==> config.mk <==
export PLATFORM = sky130hd
export DESIGN_NAME = ahb_slave_if_multi
export DESIGN_NICKNAME = d
export VERILOG_FILES = /design/src/rtl/ahb_slave_if_multi.sv
export SDC_FILE = /design/constraint.sdc
export NUM_CORES = 1
export LEC_CHECK = 0
export ABC_AREA = 1
export CELL_PAD_IN_SITES_DETAIL_PLACEMENT = 1
export CELL_PAD_IN_SITES_GLOBAL_PLACEMENT = 1
export CORE_MARGIN = 5
export CORE_UTILIZATION = 33
export CTS_CLUSTER_SIZE = 14
export DETAILED_ROUTE_END_ITERATION = 16
export GPL_TIMING_DRIVEN = 0
export HOLD_SLACK_MARGIN = 0.15
export PLACE_DENSITY = 0.85
export SLEW_MARGIN = 20
export SYNTH_ARGS = -nofsm -noshare
export SYNTH_HDL_FRONTEND = slang
export SYNTH_SLANG_ARGS = --single-unit
==> constraint.sdc <==
create_clock -name Hclk -period 2.75 [get_ports Hclk]
set_input_delay 0.55 -clock Hclk [delete_from_list [all_inputs] [get_ports Hclk]]
set_output_delay 0.55 -clock Hclk [all_outputs]
set_load 0.02 [all_outputs]
==> src/rtl/ahb_slave_if_multi.sv <==
// AHB slave front end for the APB bridge: region decode, PIPE_DEPTH-stage addr/data/write pipeline, two-cycle ERROR response.
// Latency: decode is combinational, Haddr2 lags by PIPE_DEPTH enabled cycles; Hreadyout follows bridge_rdy except in ERR1.
module ahb_slave_if_multi #(
  parameter int                ADDR_W       = 32,
  parameter int                DATA_W       = 32,
  parameter int                NUM_SEL      = 3,
  parameter logic [ADDR_W-1:0] BASE_ADDR    = ADDR_W'(32'h8000_0000),
  parameter logic [ADDR_W-1:0] REGION_SIZE  = ADDR_W'(32'h0400_0000),
  parameter int                PIPE_DEPTH   = 2,
  parameter bit                HOLD_ON_WAIT = 1'b1
) (
  input  logic               Hclk,
  input  logic               Hresetn,
  input  logic               Hwrite,
  input  logic               Hreadyin,
  input  logic [1:0]         Htrans,
  input  logic [ADDR_W-1:0]  Haddr,
  input  logic [DATA_W-1:0]  Hwdata,
  input  logic [DATA_W-1:0]  Prdata,
  input  logic               bridge_rdy,
  output logic [DATA_W-1:0]  Hrdata,
  output logic [1:0]         Hresp,
  output logic               Hreadyout,
  output logic               valid,
  output logic [NUM_SEL-1:0] tempselx,
  output logic [NUM_SEL-1:0] selx_d1,
  output logic [ADDR_W-1:0]  Haddr1,
  output logic [ADDR_W-1:0]  Haddr2,
  output logic [DATA_W-1:0]  Hwdata1,
  output logic [DATA_W-1:0]  Hwdata2,
  output logic               Hwritereg,
  output logic [7:0]         err_count
);

  // Extra headroom bits so BASE_ADDR + NUM_SEL*REGION_SIZE cannot wrap past 2^ADDR_W.
  localparam int             XW     = ADDR_W + 8;
  localparam int             RSH    = $clog2(REGION_SIZE);
  localparam logic [XW-1:0]  BASE_X = XW'(BASE_ADDR);
  localparam logic [XW-1:0]  SPAN_X = XW'(REGION_SIZE) * XW'(NUM_SEL);

  typedef enum logic [1:0] {ST_OKAY, ST_ERR1, ST_ERR2} state_t;

  state_t            state, state_nxt;
  logic [XW-1:0]     addr_off;
  logic [XW-1:0]     region_idx;
  logic              mapped;
  logic              active;
  logic              err_start;
  logic              pipe_en;
  logic [ADDR_W-1:0] addr_q  [PIPE_DEPTH];
  logic [DATA_W-1:0] wdata_q [PIPE_DEPTH];
  logic [PIPE_DEPTH-1:0] write_q;

  assign addr_off   = XW'(Haddr) - BASE_X;
  assign mapped     = (XW'(Haddr) >= BASE_X) && (addr_off < SPAN_X);
  assign region_idx = addr_off >> RSH;
  assign active     = Hreadyin & Htrans[1];
  assign valid      = active & mapped & (state != ST_ERR1);
  assign Hrdata     = Prdata;
  assign pipe_en    = HOLD_ON_WAIT ? Hreadyin : 1'b1;

  always_comb begin
    tempselx = '0;
    for (int i = 0; i < NUM_SEL; i++)
      tempselx[i] = mapped && (region_idx == XW'(i));
  end

  always_ff @(posedge Hclk) begin
    if (!Hresetn) begin
      for (int k = 0; k < PIPE_DEPTH; k++) begin
        addr_q[k]  <= '0;
        wdata_q[k] <= '0;
      end
      write_q <= '0;
      selx_d1 <= '0;
    end else if (pipe_en) begin
      addr_q[0]  <= Haddr;
      wdata_q[0] <= Hwdata;
      write_q[0] <= Hwrite;
      selx_d1    <= tempselx;
      for (int k = 1; k < PIPE_DEPTH; k++) begin
        addr_q[k]  <= addr_q[k-1];
        wdata_q[k] <= wdata_q[k-1];
        write_q[k] <= write_q[k-1];
      end
    end
  end

  assign Haddr1    = addr_q[0];
  assign Haddr2    = addr_q[PIPE_DEPTH-1];
  assign Hwdata1   = wdata_q[0];
  assign Hwdata2   = wdata_q[PIPE_DEPTH-1];
  assign Hwritereg = write_q[PIPE_DEPTH-1];

  always_ff @(posedge Hclk) begin
    if (!Hresetn) state <= ST_OKAY;
    else          state <= state_nxt;
  end

  // ERR2 already returns Hreadyout=1, so a new unmapped transfer there starts a fresh error.
  always_comb begin
    state_nxt = state;
    Hresp     = 2'b00;
    Hreadyout = bridge_rdy;
    err_start = 1'b0;
    case (state)
      ST_OKAY: begin
        if (active && !mapped) begin
          state_nxt = ST_ERR1;
          err_start = 1'b1;
        end
      end
      ST_ERR1: begin
        Hresp     = 2'b01;
        Hreadyout = 1'b0;
        state_nxt = ST_ERR2;
      end
      ST_ERR2: begin
        Hresp     = 2'b01;
        Hreadyout = 1'b1;
        if (active && !mapped) begin
          state_nxt = ST_ERR1;
          err_start = 1'b1;
        end else begin
          state_nxt = ST_OKAY;
        end
      end
      default: state_nxt = ST_OKAY;
    endcase
  end

  always_ff @(posedge Hclk) begin
    if (!Hresetn)                            err_count <= '0;
    else if (err_start && err_count != 8'hFF) err_count <= err_count + 8'd1;
  end

endmodule

==> summary.md, run 1 <==
| Metric | Value |
|---|---|
| Root Buffer | clkbuf_16 |
| NetSw | 1.425 mW |
| Clock sinks | 143 |
| Cell taking the most area after synthesis | edfxtp_1 |
| Fin area | 9330 sq um |
| Worst hold path type | register to register |
| CP Capture Type | output port |
| Synth top area share | 63.77% |
| Initial DRC count | 184 |
| Drt pass-1 iters | 6 |
| Max-cap viol count | 0 |
| Max VDD drop | 0.0004017 V |
| Setup bufs post-CTS | 0 |
| Cts hold-fix bufs | 0 |
| Synth Flop Type | edfxtp_1 |
| H-tree Lvls | 4 |
| Cell area after synthesis | 6027 sq um |
| Slew Viols, Final | 0 |
| Most frequent cell after synthesis | inv_1 |
| Flops & latches, synth | 143 |
| Die area | 21070 sq um |
| Core area | 17960 sq um |
| Post-synthesis async set-or-reset flop share | 0% |
| GRT Total Usage | 16.44% |
| Sequential share of power | 45.5% |
| Worst Skew | 0.009716 ns |
| Row count | 49 |
| Critical path, cell by cell | inv_1 -> ha_1 -> nor2_1 -> a21oi_1 -> clkdlybuf4s50_1 |
| Placed cells | 1029 |
| F_max | 383.7 MHz |
| Critical path class | register to output port |
| Die span in y | 145.1 microns |
| Slew @ Worst Pin | 1.051 ns |
| Post-DP HPWL | 13660 microns |
| Multi-input gate area | 996.0 sq um |
| Rel. slew slack | 29.96% |
| Post-synthesis sequential area ratio | 68.76% |
| CTS Buf Count | 17 |
| Pwr Density | 610.4 nW/um^2 |
| Net Sw Frac | 25.02% |
| First-pass GRT wire length | 27050 microns |
| GR Overflow Total | 0 |
| Total power | 5.695 mW |
| Gpl congestion | 0.7657 |
| Syn Inst Count | 553 |
| Ports | 282 |
| Crit path launch type | register |
| Initial Util | 33.55% |
| Crit path DAT | 2.06 ns |
| P_leak | 3.985 nW |
| DRC | 0 |
| Commonest cells in the netlist | inv_1 (148), nor2_1 (140), edfxtp_1 (128) |
| Initial antenna violation count | 1 |
| Layout cells sized above 1 | 10.74% |
| Clk buf depth | 2 |
| RSZ-0062 raised after global routing | no |
| Die width | 145.1 microns |
| Crit-path max cell delay | 0.63 ns |
| Clock power share | 38.5% |
| Non-filler cells, final | 1058 |
| Wire per inst | 16.75 microns |
| Reg area | 4144 sq um |
| Largest net degree at the start of global routing | 134 |
| CTS tree | yes |
| Vias in the first global route | 4849 |
| Syn nets | 662 |
| Total number of vias | 4499 |
| Placed Area | 8790 sq um |
| Library cells used by synthesis | 30 |
| IO buf count | 247 |
| Nets | 928 |
| Status | complete, no violations |
| Antenna Nets Post-Route | 0 |
| Layout area overhead | 54.81% |
| EDFF count, synth | 128 |
| Internal power | 4.270 mW |
| CP Max Fanout | 4 |
| Fin. Hold Viols | 0 |
| Hold Slack | 0.4880 ns |
| Drt via density | 4.252 |
| CTS clk-pin slew, worst paths | 0.06 ns |
| Comb pwr share | 16.0% |
| Worst EP required | 2.20 ns |
| Final setup fails | 0 |
| Slowest CP cell | clkdlybuf4s50_1 |
| Crit share post-route | 94.77% |
| Fillcell total | 1945 |
| Synth warn | 0 |
| Syn avg cell area | 10.90 sq um |
| Minimum clock period | 2.606 ns |
| Ranking of synthesized cells by area | edfxtp_1 (64%), inv_1 (9.2%), nor2_1 (8.7%), dfxtp_1 (5.0%), buf_4 (4.1%) |
| Worst skew pair latency | 0.41 ns |
| Final WL | 17730 microns |
| # diodes | 0 |
[critical path: cells and delay by family (launching register included)]
family                     cells  cell delay, ns
AOI/OAI and AO/OA              1            0.12
adders and majority gates      1            0.34
buffers and inverters          2            0.73
DFF                            1            0.39
and+or+nand+nor                1            0.06
[power by group through the flow]
stage	combinational (mW)	clock, mW	sequential (mW)
after detailed placement	0.925	0	2.64
after global routing	0.968	2.34	2.61
after floorplan	0.235	0	2.81
final	0.912	2.19	2.59
after CTS	0.930	2.24	2.59
after global placement	0.904	0	2.63
[placed cells by master (no fill, tap or decap), types with 2 or more instances in the layout]
cell and instances:
clkinv_1 3, clkbuf_16 17, clkdlybuf4s50_1 243, nor2_1 140, dlygate4sd2_1 3, nand2_1 25
o21ai_0 2, clkbuf_1 4, nand3_2 3, clkinvlp_4 5, inv_1 148, edfxtp_1 128
dfxtp_1 15, bufinv_16 2, ha_1 6, xnor2_1 2, buf_2 10, xor2_1 2
a21oi_1 7, buf_4 33, clkinv_2 2, nand2_2 3, o22ai_2 4, nand3_1 7
nor2_4 2
[layout make-up]
| cell class | count | area share, % |
|---|---|---|
| sequential | 143 | 44.41 |
| timing repair buffer | 247 | 26.40 |
| multi-input combinational | 212 | 10.67 |
| inverter | 150 | 6.035 |
| clock buffer | 17 | 4.559 |
| buffer | 48 | 3.513 |
| tap | 229 | 3.071 |
| clock inverter | 12 | 1.328 |
[flip-flops by register name, indices dropped and copies added (netlist names)]
signal     cells
write_q        2
wdata_q       64
err_count      8
addr_q        64
selx_d1        3
state          2
[stage by stage]
step | setup TNS (ns) | setup slack, ns | util (%)
3_3_place_gp | -9.015 | -0.1450 | 48.91
5_1_grt | 0 | 0.05334 | 51.94
4_1_cts | 0 | 0.08999 | 51.96
3_5_place_dp | -0.4237 | -0.1864 | 48.93
6_report | 0 | 0.1438 | 51.94
2_1_floorplan | 0 | 0.8937 | -
[metal layers]
metal,wire (microns),global-route usage (%),up-vias
li1,-,-,2174
met3,1070,5.051,29
met1,6500,17.01,2142
met2,9638,30.54,152
met4,501,6.996,2
met5,13,0,-
[cell families after synthesis]
group,after synthesis,share of synthesized area (%)
flip-flops,143,68.76
adder cells (fa/ha/maj),6,1.246
other,1,0.06222
AND/OR/NAND/NOR,185,12.70
XOR/XNOR,4,0.5814
buffers and inverters,198,14.72
AO/OA/AOI/OAI,16,1.931
[path summary, 6_finish.rpt]
check / depth (start not counted) / start / end / slack, ns
max: 5 / state[1]$_SDFFE_PN0P_ / Hreadyout / 0.14
min: 2 / write_q[1]$_SDFFE_PN0P_ / write_q[1]$_SDFFE_PN0P_ / 0.49
max reg2reg: 6 / state[0]$_SDFFE_PN0P_ / err_count[2]$_SDFFE_PN0P_ / 1.21
min reg2reg: 2 / write_q[1]$_SDFFE_PN0P_ / write_q[1]$_SDFFE_PN0P_ / 0.49
[what timing repair did]
action / 4_1_cts / 5_1_grt
endpoints found under the hold margin: 0 / 0
endpoints found under the setup margin: 4 / 1
gates resized for setup: 4 / 2
Power figures use the tool's default switching activity.
==> run 2, diff against run 1 <==
PLACE_DENSITY = 0.95   (was 0.85)
==> summary.md, run 2 (synthesis gave the netlist of run 1 again) <==
| Metric | Value |
|---|---|
| Worst skew pair latency | 0.41 ns (about the same) |
| Slew Viols, Final | 0 (unchanged) |
| Pwr Density | 626.1 nW/um^2 (+2.6%) |
| CTS Buf Count | 17 (unchanged) |
| Ports | 282 (unchanged) |
| Comb pwr share | 15.7% (-0.3 points) |
| Worst R2R Path Depth | 6 (unchanged) |
| DRC | 0 (unchanged) |
| Top Registers | addr_q (64), wdata_q (64), err_count (8) |
| NetSw | 1.482 mW (+4.0%) |
| Fin. Hold Viols | 0 (unchanged) |
| Status | complete, no violations |
| Clock sinks | 143 (unchanged) |
| Gpl congestion | 0.7433 (-2.9%) |
| H-tree Lvls | 4 (unchanged) |
| CP Max Fanout | 3 (-1) |
| Commonest non-fill, non-tap cell in the layout | clkdlybuf4s50_1 |
| Row count | 49 (unchanged) |
| Most frequent cells in the layout | clkdlybuf4s50_1 (243), inv_1 (148), nor2_1 (140), edfxtp_1 (128), buf_4 (33) |
| Reg area | 4144 sq um (unchanged) |
| Total number of vias | 4582 (+1.8%) |
| Fin area | 9376 sq um (+0.50%) |
| GRT Total Usage | 17.42% (+0.99 points) |
| Worst EP required | 2.20 ns (about the same) |
| Slew @ Worst Pin | 1.045 ns (-0.005571 ns) |
| Non-filler cells, final | 1060 (+0.19%) |
| Die area | 21070 sq um (unchanged) |
| Hold Slack | 0.4858 ns (-0.002249 ns) |
| Final WL | 18760 microns (+5.9%) |
| Sequential share of power | 44.2% (-1.3 points) |
| Fillcell total | 1985 (+2.1%) |
| Minimum clock period | 2.586 ns (-0.01985 ns) |
| Net Sw Frac | 25.25% (+0.23 points) |
| Met1 global-route usage | 17.31% (+0.30 points) |
| Met3 Usage GRT | 4.178% (-0.87 points) |
| Initial Util | 33.55% (unchanged) |
| Placed Area | 8790 sq um (unchanged) |
| GR peak layer | met2 |
| Max-cap viol count | 0 (unchanged) |
| Initial DRC count | 160 (-13%) |
| Post-DP HPWL | 14400 microns (+5.4%) |
| Cts hold-fix bufs | 0 (unchanged) |
| Final setup fails | 0 (unchanged) |
| Multi-input gate area | 996.0 sq um (unchanged) |
| Layout area overhead | 55.57% |
| CTS tree | yes |
| Internal power | 4.388 mW (+2.8%) |
| Root Buffer | clkbuf_16 |
| Hold Path Depth | 2 (unchanged) |
| Met2 usage | 34.34% (+3.8 points) |
| RSZ-0062 raised after global routing | no |
| Layout cells sized above 1 | 10.83% (+0.094 points) |
| Placed cells | 1029 (unchanged) |
| Clk buf depth | 2 (unchanged) |
| Die width | 145.1 microns (unchanged) |
| CP Capture Type | output port |
| Crit share post-route | 94.05% (-0.72 points) |
| Crit path DAT | 2.04 ns (-0.02 ns) |
| GR Overflow Total | 0 (unchanged) |
| Critical path class | input pin to output port |
| Crit path launch type | input pin |
| Core area | 17960 sq um (unchanged) |
| Clock power share | 40.1% (+1.6 points) |
| Drt via density | 4.323 (+1.7%) |
| Worst Skew | 0.007217 ns (-0.002499 ns) |
| Largest net degree at the start of global routing | 134 (unchanged) |
| Die span in y | 145.1 microns (unchanged) |
| First-pass GRT wire length | 28490 microns (+5.3%) |
| P_leak | 4.020 nW (+0.87%) |
| IO buf count | 247 (unchanged) |
| Vias in the first global route | 5015 (+3.4%) |
| CTS clk-pin slew, worst paths | 0.05 ns (about the same) |
| Rel. slew slack | 30.33% (+0.37 points) |
| Antenna Nets Post-Route | 0 (unchanged) |
| Nets | 928 (unchanged) |
| Drt pass-1 iters | 5 (-1) |
| Worst hold path type | register to register |
| F_max | 386.6 MHz (+0.77%) |
| Initial antenna violation count | 0 (-1) |
| Max VDD drop | 0.0004197 V (+4.5%) |
| Wire per inst | 17.70 microns (+5.7%) |
| # diodes | 0 (unchanged) |
==> run 2: final timing paths <==
kind | startpoint | end | slack (ns)
setup reg to reg | state[0]$_SDFFE_PN0P_ | err_count[5]$_SDFFE_PN0P_ | 1.23
hold / removal | write_q[1]$_SDFFE_PN0P_ | write_q[1]$_SDFFE_PN0P_ | 0.49
hold reg to reg | write_q[1]$_SDFFE_PN0P_ | write_q[1]$_SDFFE_PN0P_ | 0.49
setup / recovery | Haddr[31] | tempselx[2] | 0.16
==> run 2: area by class of cell <==
type | instances | share of cell area (%)
Clock buffer | 18 | 4.577
Timing Repair Buffer | 247 | 26.31
Inverter | 150 | 6.005
Buffer | 48 | 3.496
Clock inverter | 13 | 1.735
Tap cell | 229 | 3.056
Multi-Input combinational cell | 212 | 10.62
Sequential cell | 143 | 44.20
==> run 2: metrics by stage <==
step / power (mW) / setup TNS [ns] / worst slack, ns / utilization [%]
6_report: 5.871 / 0 / 0.1636 / 52.20
5_1_grt: 6.077 / 0 / 0.05577 / 52.20
4_1_cts: 5.923 / 0 / 0.1340 / 52.20
3_5_place_dp: 3.572 / -0.3487 / -0.1267 / 48.93
3_3_place_gp: 3.522 / -10.68 / -0.08668 / 48.91
2_1_floorplan: 3.042 / 0 / 0.8937 / -
==> run 2: critical path: stages <==
cell and delay [ns]:
clkdlybuf4s50_1 0.46, inv_1 0.07, nor2_1 0.16, nand2_1 0.07, inv_1 0.11, nand3_1 0.15
inv_1 0.09, dlygate4sd2_1 0.38
==> run 2: metal layers <==
metal	share of wire, %	vias to the layer above
li1	-	2179
met1	36	2237
met2	57	139
met3	4.6	27
met4	2.4	0
met5	0	-
==> run 2: repair_timing <==
action | CTS | global route
setup buffers | 0 | 0
resized for setup | 4 | 0
endpoints found under the setup margin | 4 | 0
endpoints found under the hold margin | 0 | 0
==> run 2: power by group through the flow <==
stage | clock (mW) | combinational [mW] | sequential, mW
final | 2.36 | 0.920 | 2.59
after global placement | 0 | 0.898 | 2.62
after floorplan | 0 | 0.235 | 2.81
after CTS | 2.39 | 0.935 | 2.60
after global routing | 2.49 | 0.975 | 2.61
after detailed placement | 0 | 0.930 | 2.64
==> run 3, diff against run 2 <==
CAP_MARGIN = 30   (was default)
==> results of run 3 <==
Same layout as run 2: the final DEF is identical, and so are final timing and power.
